$ cat config.mk
export PLATFORM = sky130hd
export DESIGN_NAME = addr_bus_arbiter
export DESIGN_NICKNAME = d
export VERILOG_FILES = /design/src/rtl/addr_arb_pkg.sv /design/src/rtl/addr_dir_sel.sv /design/src/rtl/addr_bus_arbiter.sv
export SDC_FILE = /design/constraint.sdc
export NUM_CORES = 1
export LEC_CHECK = 0
export ABC_AREA = 1
export CELL_PAD_IN_SITES_DETAIL_PLACEMENT = 0
export CELL_PAD_IN_SITES_GLOBAL_PLACEMENT = 2
export CORE_UTILIZATION = 27
export DETAILED_ROUTE_END_ITERATION = 8
export GPL_TIMING_DRIVEN = 0
export PLACE_DENSITY = 0.95
export SYNTH_ARGS = -nofsm -noshare
export SYNTH_HDL_FRONTEND = slang
export SYNTH_HIERARCHICAL = 1
export SYNTH_SLANG_ARGS = --single-unit
$ cat constraint.sdc
create_clock -name clk -period 4.7 [get_ports clk]
set_input_delay 0.94 -clock clk [delete_from_list [all_inputs] [get_ports clk]]
set_output_delay 0.94 -clock clk [all_outputs]
set_load 0.02 [all_outputs]
$ cat src/rtl/addr_arb_pkg.sv
// Shared types for the RAM address-bus arbiter: FSM states, filter modes and
// the read/write direction encoding used on addr_is_write.
package addr_arb_pkg;

    typedef enum logic [1:0] {
        IDLE,
        ARB,
        DRAIN,
        DONE
    } state_e;

    typedef enum logic [1:0] {
        MODE_FFT,
        MODE_FIR,
        MODE_IIR
    } mode_e;

    localparam logic DIR_RD = 1'b0;
    localparam logic DIR_WR = 1'b1;

endpackage

$ cat src/rtl/addr_dir_sel.sv
// Picks the direction that owns the address bus this cycle from the two
// eligibility flags and the burst history. Pure combinational.
module addr_dir_sel
    import addr_arb_pkg::*;
#(
    parameter int BURST_MAX = 8,
    parameter int BURST_W   = $clog2(BURST_MAX + 1)
) (
    input  logic               rd_ok,
    input  logic               wr_ok,
    input  logic               last_dir,
    input  logic [BURST_W-1:0] burst,
    output logic               grant,
    output logic               dir
);

    // NOTE: every output gets a default before any branch, so no latch is inferred.
    always_comb begin
        grant = rd_ok | wr_ok;
        dir   = DIR_RD;
        if (rd_ok && wr_ok) begin
            // Contention: stay with the current owner until it has used a full burst.
            dir = (burst == BURST_W'(BURST_MAX)) ? ~last_dir : last_dir;
        end else if (wr_ok) begin
            dir = DIR_WR;
        end
    end

endmodule

$ cat src/rtl/addr_bus_arbiter.sv
// Shares one registered RAM address bus between the read and write address
// calculators of the active filter and paces each calculator via its pause input.
module addr_bus_arbiter
    import addr_arb_pkg::*;
#(
    parameter int ADDR_W    = 32,
    parameter int BURST_MAX = 8
) (
    input  logic              clk,
    input  logic              rst_n,
    input  logic              fft_enable,
    input  logic              fir_enable,
    input  logic              iir_enable,
    input  logic              start,
    input  logic              rd_req,
    input  logic              wr_req,
    input  logic [ADDR_W-1:0] fft_read_addr,
    input  logic [ADDR_W-1:0] fft_write_addr,
    input  logic [ADDR_W-1:0] fir_read_addr,
    input  logic [ADDR_W-1:0] fir_write_addr,
    input  logic [ADDR_W-1:0] iir_read_addr,
    input  logic [ADDR_W-1:0] iir_write_addr,
    input  logic              fft_read_done,
    input  logic              fft_write_done,
    input  logic              fir_read_done,
    input  logic              fir_write_done,
    input  logic              iir_read_done,
    input  logic              iir_write_done,
    output logic              fft_read_pause,
    output logic              fft_write_pause,
    output logic              fir_read_pause,
    output logic              fir_write_pause,
    output logic              iir_read_pause,
    output logic              iir_write_pause,
    output logic [ADDR_W-1:0] addr,
    output logic              addr_valid,
    output logic              addr_is_write,
    output logic              busy,
    output logic              job_done,
    output logic              mode_err
);

    localparam int BURST_W = $clog2(BURST_MAX + 1);

    state_e              state_q, state_d;
    mode_e               mode_q, mode_d;
    logic [ADDR_W-1:0]   rd_cnt_q, rd_cnt_d;
    logic [ADDR_W-1:0]   wr_cnt_q, wr_cnt_d;
    logic [ADDR_W-1:0]   addr_q, addr_d;
    logic [BURST_W-1:0]  burst_q, burst_d;
    logic                last_dir_q, last_dir_d;
    logic                addr_valid_q, addr_valid_d;
    logic                addr_is_write_q, addr_is_write_d;
    logic                mode_err_q, mode_err_d;

    logic                sel_en, sel_rd_done, sel_wr_done;
    logic [ADDR_W-1:0]   sel_rd_addr, sel_wr_addr;
    logic                arb_active, rd_ok, wr_ok, grant, dir;
    logic [2:0]          en_vec;
    logic                en_onehot;
    mode_e               start_mode;
    logic [5:0]          pause_vec;

    assign en_vec = {iir_enable, fir_enable, fft_enable};

    // Calculator signals of the latched filter.
    always_comb begin
        sel_en      = fft_enable;
        sel_rd_done = fft_read_done;
        sel_wr_done = fft_write_done;
        sel_rd_addr = fft_read_addr;
        sel_wr_addr = fft_write_addr;
        case (mode_q)
            MODE_FIR: begin
                sel_en      = fir_enable;
                sel_rd_done = fir_read_done;
                sel_wr_done = fir_write_done;
                sel_rd_addr = fir_read_addr;
                sel_wr_addr = fir_write_addr;
            end
            MODE_IIR: begin
                sel_en      = iir_enable;
                sel_rd_done = iir_read_done;
                sel_wr_done = iir_write_done;
                sel_rd_addr = iir_read_addr;
                sel_wr_addr = iir_write_addr;
            end
            default: ;
        endcase
    end

    always_comb begin
        en_onehot  = 1'b0;
        start_mode = MODE_FFT;
        case (en_vec)
            3'b001: begin en_onehot = 1'b1; start_mode = MODE_FFT; end
            3'b010: begin en_onehot = 1'b1; start_mode = MODE_FIR; end
            3'b100: begin en_onehot = 1'b1; start_mode = MODE_IIR; end
            default: ;
        endcase
    end

    // A dropped enable blocks granting in the same cycle the abort is taken.
    assign arb_active = (state_q == ARB) && sel_en;
    assign rd_ok      = arb_active && rd_req && !sel_rd_done;
    assign wr_ok      = arb_active && wr_req && !sel_wr_done && (wr_cnt_q < rd_cnt_q);

    addr_dir_sel #(
        .BURST_MAX (BURST_MAX),
        .BURST_W   (BURST_W)
    ) u_dir_sel (
        .rd_ok    (rd_ok),
        .wr_ok    (wr_ok),
        .last_dir (last_dir_q),
        .burst    (burst_q),
        .grant    (grant),
        .dir      (dir)
    );

    always_comb begin
        pause_vec = '1;
        if (grant) begin
            pause_vec[{mode_q, dir}] = 1'b0;
        end
    end

    assign {iir_write_pause, iir_read_pause, fir_write_pause,
            fir_read_pause, fft_write_pause, fft_read_pause} = pause_vec;

    always_comb begin
        state_d         = state_q;
        mode_d          = mode_q;
        rd_cnt_d        = rd_cnt_q;
        wr_cnt_d        = wr_cnt_q;
        addr_d          = addr_q;
        burst_d         = burst_q;
        last_dir_d      = last_dir_q;
        addr_valid_d    = 1'b0;
        addr_is_write_d = addr_is_write_q;
        mode_err_d      = 1'b0;
        case (state_q)
            IDLE: begin
                if (start) begin
                    if (en_onehot) begin
                        mode_d     = start_mode;
                        rd_cnt_d   = '0;
                        wr_cnt_d   = '0;
                        burst_d    = '0;
                        last_dir_d = DIR_WR;
                        state_d    = ARB;
                    end else begin
                        mode_err_d = 1'b1;
                    end
                end
            end
            ARB: begin
                if (!sel_en) begin
                    mode_err_d = 1'b1;
                    state_d    = IDLE;
                end else if (sel_rd_done && sel_wr_done) begin
                    state_d = DRAIN;
                end else if (grant) begin
                    addr_d          = (dir == DIR_WR) ? sel_wr_addr : sel_rd_addr;
                    addr_valid_d    = 1'b1;
                    addr_is_write_d = dir;
                    if (dir == DIR_WR) wr_cnt_d = wr_cnt_q + ADDR_W'(1);
                    else               rd_cnt_d = rd_cnt_q + ADDR_W'(1);
                    if (dir == last_dir_q) begin
                        burst_d = (burst_q == BURST_W'(BURST_MAX)) ? burst_q
                                                                   : burst_q + BURST_W'(1);
                    end else begin
                        burst_d = BURST_W'(1);
                    end
                    last_dir_d = dir;
                end
            end
            DRAIN: begin
                if (!sel_en) begin
                    mode_err_d = 1'b1;
                    state_d    = IDLE;
                end else begin
                    state_d = DONE;
                end
            end
            DONE:    state_d = IDLE;
            default: state_d = IDLE;
        endcase
    end

    // NOTE: state registers use non-blocking assignment so every flop samples pre-edge values.
    always_ff @(posedge clk or negedge rst_n) begin
        if (!rst_n) begin
            state_q         <= IDLE;
            mode_q          <= MODE_FFT;
            rd_cnt_q        <= '0;
            wr_cnt_q        <= '0;
            addr_q          <= '0;
            burst_q         <= '0;
            last_dir_q      <= DIR_WR;
            addr_valid_q    <= 1'b0;
            addr_is_write_q <= 1'b0;
            mode_err_q      <= 1'b0;
        end else begin
            state_q         <= state_d;
            mode_q          <= mode_d;
            rd_cnt_q        <= rd_cnt_d;
            wr_cnt_q        <= wr_cnt_d;
            addr_q          <= addr_d;
            burst_q         <= burst_d;
            last_dir_q      <= last_dir_d;
            addr_valid_q    <= addr_valid_d;
            addr_is_write_q <= addr_is_write_d;
            mode_err_q      <= mode_err_d;
        end
    end

    assign addr          = addr_q;
    assign addr_valid    = addr_valid_q;
    assign addr_is_write = addr_is_write_q;
    assign mode_err      = mode_err_q;
    assign busy          = (state_q != IDLE);
    assign job_done      = (state_q == DONE);

endmodule

### After elaboration in Yosys (flattened, before gate mapping)

Index checks and enable logic that the tools add are counted.
W data, S select, Z words.

* add/subtract/negate cells: 3
* magnitude comparators: 3
* equal/unequal tests: 19
* muxes and demuxes: 54
* bitwise operators: 4
* reduce and logical (&&, ||, !) cells: 23

Operators with widths (number)
* $mux W32: 11
* $pmux W32 S2: 4
* $add A32 B1 Y32 const B: 2
* $lt A32 B32 Y1: 1
* $mux W4: 7
* $reduce_and A7 Y1: 3
* $mux W1: 17
* $ne A2 B2 Y1 const B: 7
* $mux W2: 5
* $pmux W1 S2: 5
* $logic_and A1 B1 Y1: 9
* $pmux W2 S4: 1
* $pmux W4 S2: 1
* $eq A2 B2 Y1 const B: 3
* $mux W6: 1
* $not A6 Y6: 1
* $reduce_and A3 Y1: 2
* $reduce_and A6 Y1: 1
* $add A4 B1 Y4 const B: 1
* $eq A2 B1 Y1 const B: 2
* $eq A4 B4 Y1 const B: 1
* $lt A3 B4 Y1 const B: 1
* $pmux W2 S2: 1
* $reduce_and A4 Y1: 1
* other kinds (15): 18

* register bits: 108
* output and inout port bits: 43
* logic and storage cells: 116

### Longest topological paths before layout

Gate-level depths: netlist of the first run.

* word-level depth: 14
* mapped depth: 22

### By module

The synthesis of the first run kept the hierarchy.

Modules (own cells, without submodules)
* addr_bus_arbiter: times used 1, cells an instance 1401, area each 8745.9 µm², seq. area each 2703.8 µm²
* addr_dir_sel: times used 1, cells an instance 14, area each 61.3 µm², seq. area each 0.0 µm²

### Worst setup path after synthesis of the first run

No wires, ideal clock.

* path type: input to output
* from: in iir_enable
* to: out fft_read_pause
* arrival time: 2.513 ns
* data required time: 3.760 ns
* slack: 1.247 ns
* stages on the path: 14
* path buffers: 1
* cell sequence: nand2_1 nand3_1 o21ai_1 inv_1 nand2_1 nor2_1 nand3_1 a21oi_1 nand2_1 nand2_1 nand2_1 inv_2 clkbuf_1 nand3_1

* longest elaborated chain between the ends: 13
* elaborated cells on any way between the ends: 18
* classes of those cells: 2 x order compare; 6 x mux; 2 x bitwise; 8 x reduce/logical

Ends and longest elaborated chain
* start: declaration: line addr_bus_arbiter.sv:13 `input logic iir_enable,`
* $pmux W1 S2 (*): line addr_bus_arbiter.sv:73 `case (mode_q)`
* $logic_and A1 B1 Y1 (*): line addr_bus_arbiter.sv:104 `assign arb_active = (state_q == ARB) && sel_en;`
* $logic_and A1 B1 Y1 (*) (3 in a row): line addr_bus_arbiter.sv:106 `assign wr_ok = arb_active && wr_req && !sel_wr_done && (wr_cnt_q < rd_cnt_q);`
* net wr_ok: line addr_bus_arbiter.sv:58 `logic arb_active, rd_ok, wr_ok, grant, dir;`
* $mux W1 or $logic_and A1 B1 Y1 (tied branches): line addr_dir_sel.sv:24, addr_dir_sel.sv:21
* $mux W1 (*): line addr_dir_sel.sv:21 `if (rd_ok && wr_ok) begin`
* net dir: line addr_bus_arbiter.sv:58
* $lt A3 B4 Y1 (not written as such) or $ge A3 B1 Y1 (tied branches): line addr_bus_arbiter.sv:123 `pause_vec[{mode_q, dir}] = 1'b0;`
* $logic_and A1 B1 Y1 (not written as such): line addr_bus_arbiter.sv:123
* $mux W1 (not written as such): line addr_bus_arbiter.sv:123
* $demux W1 S3 (*): line addr_bus_arbiter.sv:123
* $not A6 Y6 (no line) (*)
* $mux W6 (*): line addr_bus_arbiter.sv:122 `if (grant) begin`
* end: declaration: line addr_bus_arbiter.sv:29 `output logic fft_read_pause,`

Mark *: on every way through the listed nets, which the timed path passes. The rest lies on a longest branch.

### Worst setup path in the final report of the first run

* from: in iir_enable
* to: out iir_write_pause

* longest elaborated chain between the ends: 13
* elaborated cells on any way between the ends: 18
* classes of those cells: 2 x order compare; 6 x mux; 2 x bitwise; 8 x reduce/logical

Ends and longest elaborated chain
* $pmux W1 S2 (*): line addr_bus_arbiter.sv:73
* $logic_and A1 B1 Y1 (*): line addr_bus_arbiter.sv:104
* $logic_and A1 B1 Y1 (*) (3 in a row): line addr_bus_arbiter.sv:106
* net wr_ok: line addr_bus_arbiter.sv:58
* $mux W1 or $logic_and A1 B1 Y1 (tied branches): line addr_dir_sel.sv:24, addr_dir_sel.sv:21
* $mux W1 (*): line addr_dir_sel.sv:21
* net dir: line addr_bus_arbiter.sv:58
* $lt A3 B4 Y1 (not written as such) or $ge A3 B1 Y1 (tied branches): line addr_bus_arbiter.sv:123
* $logic_and A1 B1 Y1 (not written as such): line addr_bus_arbiter.sv:123
* $mux W1 (not written as such): line addr_bus_arbiter.sv:123
* $demux W1 S3 (*): line addr_bus_arbiter.sv:123
* $not A6 Y6 (no line) (*)
* $mux W6 (*): line addr_bus_arbiter.sv:122
* end: declaration: line addr_bus_arbiter.sv:34 `output logic iir_write_pause,`

Marks and branches as above.

==> flow_metrics.py, run 1 <==
metrics = {
    "status": {
        "status": "finished, final reports clean",
    },
    "synth": {
        "synthDistinctLibCells": 37,
        "netlist_area_sq_um": 8810,
        "yosys-top-cells-area": "sky130_fd_sc_hd__dfrtp_1 30%, sky130_fd_sc_hd__nand2_1 23%, sky130_fd_sc_hd__nor2_1 7.5%, sky130_fd_sc_hd__ha_1 6.0%, sky130_fd_sc_hd__nand3_1 4.7%",
        "post-synth-top-count-cell": "sky130_fd_sc_hd__nand2_1",
        "syn-instance-count": 1415,
        "synth-adder-area-share_pct": 5.97,
        "synth_sequential_area_ratio_pct": 30.7,
        "synth_simple_gate_area_share_pct": 37.6,
        "complex_gate_fraction_of_the_synthesized_area_pct": 15.2,
        "ys.warnings.count": 6,
        "combinational_family_with_the_most_area_after_synthesis": "simple AND/OR/NAND/NOR gates",
        "yosys-top-cells-count": "549 x sky130_fd_sc_hd__nand2_1, 177 x sky130_fd_sc_hd__nor2_1, 107 x sky130_fd_sc_hd__dfrtp_1",
        "number_of_enable_flip_flop_cells_after_synthesis": 0,
        "muxShareOfSynthArea_pct": 0,
        "async_flop_share_pct": 100,
        "ys.flop_type": "sky130_fd_sc_hd__dfrtp_1",
        "synth_largest_type_area_fraction_pct": 30.4,
        "syn_avg_cell_area_sq_um": 6.22,
        "mappedNetlistNets": 1663,
        "ys_ff_latch": 108,
        "synth_largest_area_cell": "sky130_fd_sc_hd__dfrtp_1",
        "post_synth_xor_area_fraction_pct": 2.59,
    },
    "drt": {
        "total_routed_wirelength_mm": 38.6,
        "maxUsedRoutingLayer": "met5",
        "route.met2.wl_mm": 18.8,
        "detail_route.iter0.violations": 507,
        "drtAntennaViolNets": 0,
        "wl_met3_mm": 2.84,
        "wirelength_met1_mm": 15.1,
        "detail_route.first_pass.iterations": 5,
        "post_drt_wl_per_cell_um": 18.2,
        "via_count": 10130,
        "drc": 0,
        "avgViaCountPerCell": 4.78,
    },
    "floorplan": {
        "number_of_rows_created_at_floorplan": 65,
        "die_height_um": 183,
        "chipWidth_um": 183,
        "core_sq_um": 31800,
        "total_die_area_sq_um": 33300,
        "io_pins": 249,
        "floorplan.initialDensity_pct": 27.7,
    },
    "timing": {
        "post_route_clock_skew_ns": 0.0157,
        "hold_violations": 0,
        "setup_viol": 0,
        "achievable-frequency_ghz": 0.234,
        "timing.max_slew.rel_slack_pct": 53.7,
        "slew_violations": 0,
        "tightest_slew_ns": 0.694,
        "fin_crit_sh_pct": 90.9,
        "min_clock_period_post_route_ns": 4.27,
        "grt_setup_unrepaired": "no",
    },
    "global_routing": {
        "number_of_antenna_violations_at_the_first_check_in_global_routing": 11,
        "grt_start_max_net_pins": 89,
        "grt-ovfl-total": 0,
        "wire_length_of_the_first_global_routing_pass_mm": 58.4,
        "grt_use_total_pct": 23.5,
        "first_global_vias": 10093,
    },
    "hold_path": {
        "holdCritPathClass": "in -> async",
    },
    "place": {
        "place_congestion": 0.930,
        "dpl_cell_area_sq_um": 11900,
        "buffer_ports.inserted": 248,
        "detailed_place_hpwl_mm": 31.7,
    },
    "cts": {
        "cts-root-to-sink-buffers": 2,
        "cts_tree": "yes",
        "clock_sinks": 108,
        "cts.root.buffer_cell": "sky130_fd_sc_hd__clkbuf_16",
        "post-cts-setup-buffer-count": 0,
        "worst_skew_pair.late_latency_ns": 0.38,
        "number_of_buffers_created_by_cts": 9,
        "clkTransAtPathRegs_ns": 0.08,
        "cts-htree-levels": 3,
    },
    "power_and_ir_drop": {
        "power-per-cell-area_nw_per_um2": 456,
        "vdd.ir_drop.worst_mv": 0.216,
        "leakagePower_nw": 5.08,
    },
    "setup_path": {
        "start_to_end_type_of_the_worst_setup_path": "in -> out",
        "critPathCaptureType": "output pin",
        "worst_r2r_startpoint": "mode_q[0]$_DFFE_PN0P_",
        "critical_register_to_register_path_endpoint": "wr_cnt_q[24]$_DFFE_PN0P_",
        "rrSetupSlack_ns": 1.34,
        "cp_data_required_time_ns": 3.76,
        "worstPathMaxFanout": 10,
        "critPathArrivalTime_ns": 3.33,
        "worstRegToRegCells": 21,
        "cp-start-kind": "input port",
    },
    "finish": {
        "final_design_area_no_fill_sq_um": 12200,
        "postLayoutCoreUtil_pct": 38.4,
        "layout.filler_cells": 3488,
        "areaGrowthSynthToFinish_pct": 38.5,
        "finish.net_count": 1922,
        "layout-drive-gt1-share_pct": 4.53,
    },
    "run": {
        "max_cap_violations": 0,
    },
}
==> kinds of logic after synthesis <==
group	after synthesis
adder cells (fa/ha/maj)	42
flip-flops	108
AND/OR/NAND/NOR	832
AO/OA/AOI/OAI	238
XOR/XNOR	26
buffers and inverters	169
==> cell usage in the layout (no fill, tap or decap), drive strengths merged, types with 9 or more instances in the layout <==
cell,synthesis,final
o211ai,12,12
inv,104,106
buf,37,40
nand3,83,83
nand2,553,553
o21ai,110,110
dfrtp,107,107
xnor2,10,10
a221oi,11,11
ha,42,42
nor2,184,184
a31o,9,9
a21oi,72,72
xor2,16,16
clkbuf,28,36
o22ai,11,11
clkdlybuf4s50,0,241
a211oi,10,10
==> per-stage QoR <==
stage	worst slack, ns	setup TNS [ns]	hold slack [ns]	power (mW)	instances
global placement	-2.09	-224.78	0.461	4.73	2098
CTS	0.0341	0	0.402	5.62	2114
global route	0.195	0	0.415	6.02	2121
finish	0.428	0	0.408	5.57	2121
detailed placement	-0.487	-2.21	0.468	4.75	2099
floorplan	1.25	0	0.475	3.41	1415
==> worst max-delay path by stage <==
stage | from | endpoint | slack, ns | cells after the start
after floorplan | iir_enable | fft_read_pause | 1.25 | 14
after global placement | rst_n | addr[8]$_DFFE_PN0P_ | -2.09 | 1
after detailed placement | iir_enable | iir_read_pause | -0.49 | 16
after CTS | iir_enable | iir_write_pause | 0.03 | 16
after global routing | fir_enable | iir_write_pause | 0.20 | 16
final | iir_enable | iir_write_pause | 0.43 | 16
==> registers in the layout, indices dropped and copies added, names as in the netlist <==
signal,cells
addr,32
addr_is_write,1
addr_valid,1
burst_q,4
last_dir_q,1
mode_err,1
mode_q,2
rd_cnt_q,32
state_q,2
wr_cnt_q,32
==> layout make-up <==
type / instances / area [sq um] / area share, %
tap: 435 / 544 / 4.46
buffer: 64 / 307 / 2.51
timing repair buffer: 249 / 2530 / 20.7
clock buffer: 10 / 229 / 1.88
antenna: 7 / 17.5 / 0.144
multi-input combinational: 1138 / 5410 / 44.3
sequential: 108 / 2700 / 22.2
clock inverter: 6 / 71.3 / 0.585
inverter: 104 / 393 / 3.22
==> critical path, cell delays in order <==
cell and delay, ns:
sky130_fd_sc_hd__clkdlybuf4s50_1 0.50, sky130_fd_sc_hd__nand2_1 0.07, sky130_fd_sc_hd__nand3_1 0.08, sky130_fd_sc_hd__o21ai_1 0.11, sky130_fd_sc_hd__inv_1 0.10, sky130_fd_sc_hd__nand2_1 0.11
sky130_fd_sc_hd__nor2_1 0.16, sky130_fd_sc_hd__nand3_1 0.09, sky130_fd_sc_hd__a21oi_1 0.23, sky130_fd_sc_hd__nand2_1 0.10, sky130_fd_sc_hd__inv_1 0.06, sky130_fd_sc_hd__nand2_1 0.06
sky130_fd_sc_hd__nand2_2 0.16, sky130_fd_sc_hd__buf_4 0.23, sky130_fd_sc_hd__nand3_1 0.09, sky130_fd_sc_hd__dlymetal6s2s_1 0.25
==> layer usage <==
| layer | global-route usage [%] | vias up |
|---|---|---|
| met1 | 25.6 | 4647 |
| met4 | 12.6 | 6 |
| met3 | 7.36 | 76 |
| met5 | 0 | - |
| met2 | 40.6 | 304 |
| li1 | - | 5097 |
==> what timing repair did <==
action                     CTS  global route
setup endpoints to repair    6             6
gates resized for setup      4             7
cloned                       0             0
pin swaps                    0             0
hold buffers                 0             0
==> where the power goes <==
group          internal [mW]  switching [mW]
sequential              1.15           0.261
clock                  0.421           0.419
combinational           1.20            2.12
total                   2.77            2.80
(Power assumes the default switching activity.)
==> run 2, diff against run 1 <==
--- a/config.mk
+++ b/config.mk
@@ -8,10 +8,11 @@
 export ABC_AREA = 1
 export CELL_PAD_IN_SITES_DETAIL_PLACEMENT = 0
 export CELL_PAD_IN_SITES_GLOBAL_PLACEMENT = 2
-export CORE_UTILIZATION = 27
+export CORE_UTILIZATION = 25
 export DETAILED_ROUTE_END_ITERATION = 8
 export GPL_TIMING_DRIVEN = 0
-export PLACE_DENSITY = 0.95
+export PLACE_DENSITY = 0.91
+export SKIP_LAST_GASP = 1
 export SYNTH_ARGS = -nofsm -noshare
 export SYNTH_HDL_FRONTEND = slang
 export SYNTH_HIERARCHICAL = 1
==> constraint.sdc (replaced) <==
create_clock -name clk -period 4.3 [get_ports clk]
set_input_delay 0.86 -clock clk [delete_from_list [all_inputs] [get_ports clk]]
set_output_delay 0.86 -clock clk [all_outputs]
set_load 0.02 [all_outputs]
==> flow_metrics.py, run 2 (synthesized netlist as in run 1, its figures left out) <==
metrics = {
    "status": {
        "status": "finished, final reports clean",
    },
    "cts": {
        "cts-root-to-sink-buffers": 2,
        "number_of_buffers_created_by_cts": 9,
        "cts.root.buffer_cell": "sky130_fd_sc_hd__clkbuf_16",
        "clkTransAtPathRegs_ns": 0.08,
        "cts_tree": "yes",
        "clock_sinks": 108,
        "cts-htree-levels": 3,
        "worst_skew_pair.late_latency_ns": 0.38,
    },
    "power_and_ir_drop": {
        "vdd.ir_drop.worst_mv": 0.238,
        "power-per-cell-area_nw_per_um2": 504,
        "total_power_mw": 6.15,
        "leakagePower_nw": 5.08,
    },
    "floorplan": {
        "core_sq_um": 34600,
        "total_die_area_sq_um": 36000,
        "io_pins": 249,
        "floorplan.initialDensity_pct": 25.4,
        "die_height_um": 190,
        "chipWidth_um": 190,
        "number_of_rows_created_at_floorplan": 68,
    },
    "global_routing": {
        "grt_use_total_pct": 21.8,
        "wire_length_of_the_first_global_routing_pass_mm": 59.3,
        "grt_start_max_net_pins": 79,
        "number_of_antenna_violations_at_the_first_check_in_global_routing": 3,
        "grt-ovfl-total": 0,
        "first_global_vias": 10224,
    },
    "drt": {
        "detail_route.iter0.violations": 448,
        "post_drt_wl_per_cell_um": 18.2,
        "total_routed_wirelength_mm": 38.8,
        "detail_route.first_pass.iterations": 5,
        "drc": 0,
        "avgViaCountPerCell": 4.73,
        "via_count": 10093,
        "drtAntennaViolNets": 0,
    },
    "finish": {
        "layout-drive-gt1-share_pct": 4.65,
        "final_common_cell": "sky130_fd_sc_hd__nand2_1",
        "layout_common_cells": "548 x sky130_fd_sc_hd__nand2_1, 241 x sky130_fd_sc_hd__clkdlybuf4s50_1, 176 x sky130_fd_sc_hd__nor2_1",
        "final_design_area_no_fill_sq_um": 12200,
        "finish.net_count": 1922,
        "finish.cell_count_without_fillers": 2134,
        "areaGrowthSynthToFinish_pct": 38.6,
        "postLayoutCoreUtil_pct": 35.2,
    },
    "timing": {
        "finalHoldWorstSlack_ns": 0.370,
        "final_critical_path_setup_slack_ns": 0.231,
        "min_clock_period_post_route_ns": 4.07,
        "slew_violations": 0,
        "setup_total_negative_slack_ns": 0,
        "fin_crit_sh_pct": 94.6,
        "setup_viol": 0,
        "hold_violations": 0,
        "achievable-frequency_ghz": 0.246,
        "post_route_clock_skew_ns": 0.0174,
        "timing.max_slew.rel_slack_pct": 51.9,
        "grt_setup_unrepaired": "yes",
        "tightest_slew_ns": 0.722,
    },
    "setup_path": {
        "start_to_end_type_of_the_worst_setup_path": "in -> out",
        "crit_path_start": "iir_enable",
        "critPathCaptureType": "output pin",
        "worstPathMaxFanout": 10,
        "cp-start-kind": "input port",
        "critPathArrivalTime_ns": 3.21,
        "cp_data_required_time_ns": 3.44,
        "worst_r2r_startpoint": "mode_q[0]$_DFFE_PN0P_",
    },
    "place": {
        "buffer_ports.inserted": 248,
        "place_congestion": 0.952,
        "detailed_place_hpwl_mm": 31.8,
        "placedCellCount": 2119,
        "preCtsSetupSlack_ns": -0.844,
        "dpl_cell_area_sq_um": 11900,
    },
    "run": {
        "max_cap_violations": 0,
    },
    "hold_path": {
        "holdCritPathClass": "in -> async",
    },
}
[run 2: cell count changes in the layout (fill, tap and decap cells not counted), moves of 2 or more]
| cell | change |
|---|---|
| sky130_fd_sc_hd__clkbuf_2 | +2 |
| sky130_fd_sc_hd__diode_2 | -6 |
| sky130_fd_sc_hd__clkdlybuf4s15_1 | +2 |
| sky130_fd_sc_hd__dlymetal6s2s_1 | -6 |
| sky130_fd_sc_hd__dlygate4sd2_1 | +2 |
[run 2: repair_timing]
action / CTS / global route
hold buffers: 0 / 0
pin swaps: 0 / 1
buffers inserted: 0 / 0
endpoints found under the hold margin: 0 / 0
setup endpoints to repair: 6 / 6
resized for setup: 11 / 10
[run 2: area by class of cell]
type,count,area (sq um)
Antenna cell,1,2.50
Buffer,64,310
Clock buffer,11,233
Clock inverter,4,73.8
Fill cell,3777,22400
Inverter,104,393
Multi-Input combinational cell,1138,5420
Sequential cell,108,2700
Tap cell,455,569
Timing Repair Buffer,249,2500
[run 2: power breakdown]
group          total, mW  switching [mW]  internal [mW]
logic               3.66            2.34           1.31
clock network      0.944           0.433          0.511
registers           1.55           0.290           1.26
total               6.15            3.07           3.08
[run 2: routing by layer]
layer / wire [um] / vias up / track usage [%]
met2: 19600 / 291 / 39.7
met4: 1050 / 2 / 6.73
met5: 13 / - / 0
met3: 2730 / 46 / 6.11
met1: 15400 / 4682 / 24.3
li1: - / 5072 / -
[run 2: final timing paths]
path / to / slack [ns] / cells past startpoint
worst max register to register: addr[29]$_DFFE_PN0P_ / 1.00 / 16
worst min-delay path: mode_err$_DFF_PN0_ / 0.37 / 1
min in group clk: addr[24]$_DFFE_PN0P_ / 0.49 / 2
worst max-delay path: iir_write_pause / 0.23 / 16
max in group asynchronous: addr[24]$_DFFE_PN0P_ / 3.19 / 2
worst min register to register: addr[24]$_DFFE_PN0P_ / 0.49 / 2
[run 2: worst max-delay path: stages]
cell and delay, ns:
sky130_fd_sc_hd__clkdlybuf4s50_1 0.51, sky130_fd_sc_hd__nand2_1 0.06, sky130_fd_sc_hd__nand3_1 0.07, sky130_fd_sc_hd__o21ai_1 0.12
sky130_fd_sc_hd__inv_1 0.11, sky130_fd_sc_hd__nand2_1 0.12, sky130_fd_sc_hd__nor2_2 0.13, sky130_fd_sc_hd__nand3_1 0.11
sky130_fd_sc_hd__a21oi_2 0.16, sky130_fd_sc_hd__nand2_1 0.09, sky130_fd_sc_hd__inv_1 0.06, sky130_fd_sc_hd__nand2_1 0.08
sky130_fd_sc_hd__nand2_4 0.13, sky130_fd_sc_hd__buf_6 0.17, sky130_fd_sc_hd__nand3_1 0.09, sky130_fd_sc_hd__clkdlybuf4s15_1 0.34
==> run 3, diff against run 2 <==
--- a/config.mk
+++ b/config.mk
@@ -8,10 +8,12 @@
 export ABC_AREA = 1
 export CELL_PAD_IN_SITES_DETAIL_PLACEMENT = 0
 export CELL_PAD_IN_SITES_GLOBAL_PLACEMENT = 2
-export CORE_UTILIZATION = 25
+export CORE_UTILIZATION = 33
 export DETAILED_ROUTE_END_ITERATION = 8
+export DONT_BUFFER_PORTS = 1
 export GPL_TIMING_DRIVEN = 0
-export PLACE_DENSITY = 0.91
+export MAX_ROUTING_LAYER = met4
+export PLACE_DENSITY = 0.9
 export SKIP_LAST_GASP = 1
 export SYNTH_ARGS = -nofsm -noshare
 export SYNTH_HDL_FRONTEND = slang
==> flow_metrics.py, run 3 (synthesized netlist as in run 1, its figures left out) <==
metrics = {
    "power_and_ir_drop": {
        "leakagePower_nw": 4.11,
        "total_power_mw": 5.59,
        "vdd.ir_drop.worst_mv": 0.322,
        "power-per-cell-area_nw_per_um2": 586,
    },
    "timing": {
        "post_route_clock_skew_ns": 0.0153,
        "slew_violations": 0,
        "tightest_slew_ns": 0.754,
        "fin_crit_sh_pct": 92.6,
        "min_clock_period_post_route_ns": 3.98,
        "setup_viol": 0,
        "timing.max_slew.rel_slack_pct": 49.8,
        "hold_violations": 0,
        "finalHoldWorstSlack_ns": 0.185,
        "setup_total_negative_slack_ns": 0,
        "final_critical_path_setup_slack_ns": 0.317,
        "achievable-frequency_ghz": 0.251,
    },
    "global_routing": {
        "grt-ovfl-total": 0,
        "first_global_vias": 9179,
        "number_of_antenna_violations_at_the_first_check_in_global_routing": 2,
        "grt_use_total_pct": 25.7,
        "grt_start_max_net_pins": 109,
        "wire_length_of_the_first_global_routing_pass_mm": 51.3,
    },
    "cts": {
        "clkTransAtPathRegs_ns": 0.08,
        "cts.root.buffer_cell": "sky130_fd_sc_hd__clkbuf_16",
        "clock_sinks": 108,
        "cts_hold_buffers": 0,
        "post-cts-setup-buffer-count": 0,
        "cts_tree": "yes",
        "cts-htree-levels": 3,
        "cts-root-to-sink-buffers": 2,
        "number_of_buffers_created_by_cts": 9,
        "worst_skew_pair.late_latency_ns": 0.38,
    },
    "floorplan": {
        "number_of_rows_created_at_floorplan": 59,
        "total_die_area_sq_um": 27300,
        "io_pins": 249,
        "die_height_um": 165,
        "core_sq_um": 26100,
        "floorplan.initialDensity_pct": 33.7,
        "chipWidth_um": 165,
    },
    "setup_path": {
        "cp-start-kind": "register",
        "start_to_end_type_of_the_worst_setup_path": "reg -> out",
        "critPathArrivalTime_ns": 3.12,
        "worstPathMaxFanout": 10,
        "cp_data_required_time_ns": 3.44,
        "critPathCaptureType": "output pin",
    },
    "finish": {
        "final_common_cell": "sky130_fd_sc_hd__nand2_1",
        "sequential_cell_area_sq_um": 2700,
        "layout-drive-gt1-share_pct": 5.24,
        "multi_input_area_sq_um": 5410,
        "postLayoutCoreUtil_pct": 36.5,
        "finish.net_count": 1673,
        "areaGrowthSynthToFinish_pct": 8.30,
        "layout.filler_cells": 2940,
        "layout_common_cells": "548 x sky130_fd_sc_hd__nand2_1, 177 x sky130_fd_sc_hd__nor2_1, 107 x sky130_fd_sc_hd__dfrtp_1",
    },
    "drt": {
        "drc": 0,
        "detail_route.iter0.violations": 596,
        "post_drt_wl_per_cell_um": 18.7,
        "total_routed_wirelength_mm": 33.0,
        "via_count": 9206,
        "detail_route.first_pass.iterations": 5,
        "avgViaCountPerCell": 5.21,
        "drtAntennaViolNets": 0,
    },
    "hold_path": {
        "holdCritPathClass": "in -> async",
    },
    "run": {
        "max_cap_violations": 0,
    },
    "place": {
        "detailed_place_hpwl_mm": 27.0,
        "place_congestion": 0.971,
        "buffer_ports.inserted": 0,
        "preCtsSetupSlack_ns": 0.0877,
    },
    "status": {
        "status": "finished, final reports clean",
    },
}
[run 3: final timing paths]
| path | slack (ns) | depth (start not counted) | startpoint | end |
|---|---|---|---|---|
| max reg2reg | 0.86 | 21 | mode_q[0]$_DFFE_PN0P_ | wr_cnt_q[23]$_DFFE_PN0P_ |
| min reg2reg | 0.54 | 2 | mode_q[0]$_DFFE_PN0P_ | mode_q[0]$_DFFE_PN0P_ |
| min | 0.18 | 0 | rst_n | burst_q[2]$_DFFE_PN0P_ |
| max | 0.32 | 17 | mode_q[0]$_DFFE_PN0P_ | fft_write_pause |
| min in group clk | 0.54 | 2 | mode_q[0]$_DFFE_PN0P_ | mode_q[0]$_DFFE_PN0P_ |
| max in group asynchronous | 3.92 | 0 | rst_n | last_dir_q$_DFFE_PN1P_ |
[run 3: layout make-up]
| type | count | share of cell area (%) |
|---|---|---|
| multi-input combinational | 1138 | 56.7 |
| sequential | 108 | 28.3 |
| clock inverter | 6 | 0.656 |
| antenna | 2 | 0.0525 |
| clock buffer | 10 | 2.51 |
| tap | 335 | 4.39 |
| inverter | 104 | 4.12 |
| buffer | 64 | 3.21 |
[run 3: power by group]
part	internal, mW	switching, mW
combinational	0.926	2.04
clock	0.431	0.460
sequential	1.25	0.476
total	2.61	2.97
[run 3: metrics by stage]
stage,cell area (sq um),instances
floorplan,8810,1415
global placement,9230,1750
detailed placement,9230,1750
CTS,9530,1765
global route,9540,1767
finish,9540,1767
[run 3: metal layers]
metal	GRT usage [%]	share of wire (%)	vias to the layer above
met2	43.0	48	297
li1	-	-	4583
met1	31.3	43	4268
met5	-	0	-
met3	3.82	5.2	58
met4	9.59	3.3	0
[run 3: timing repair]
action	4_1_cts	5_1_grt
endpoints found under the setup margin	6	6
gates resized for setup	1	5
pin swaps	0	0
[run 3: critical path, cell delays in order, from the launching register on]
cell	delay (ns)
sky130_fd_sc_hd__dfrtp_1	0.41
sky130_fd_sc_hd__inv_1	0.09
sky130_fd_sc_hd__ha_1	0.14
sky130_fd_sc_hd__buf_2	0.19
sky130_fd_sc_hd__nand2_1	0.07
sky130_fd_sc_hd__nand3_1	0.07
sky130_fd_sc_hd__o21ai_1	0.10
sky130_fd_sc_hd__inv_1	0.10
sky130_fd_sc_hd__nand2_1	0.12
sky130_fd_sc_hd__nor2_1	0.16
sky130_fd_sc_hd__nand3_1	0.09
sky130_fd_sc_hd__a21oi_1	0.26
sky130_fd_sc_hd__nand2_1	0.11
sky130_fd_sc_hd__inv_1	0.07
sky130_fd_sc_hd__nand2_1	0.06
sky130_fd_sc_hd__nand2_2	0.18
sky130_fd_sc_hd__clkbuf_4	0.30
sky130_fd_sc_hd__nand3_1	0.24
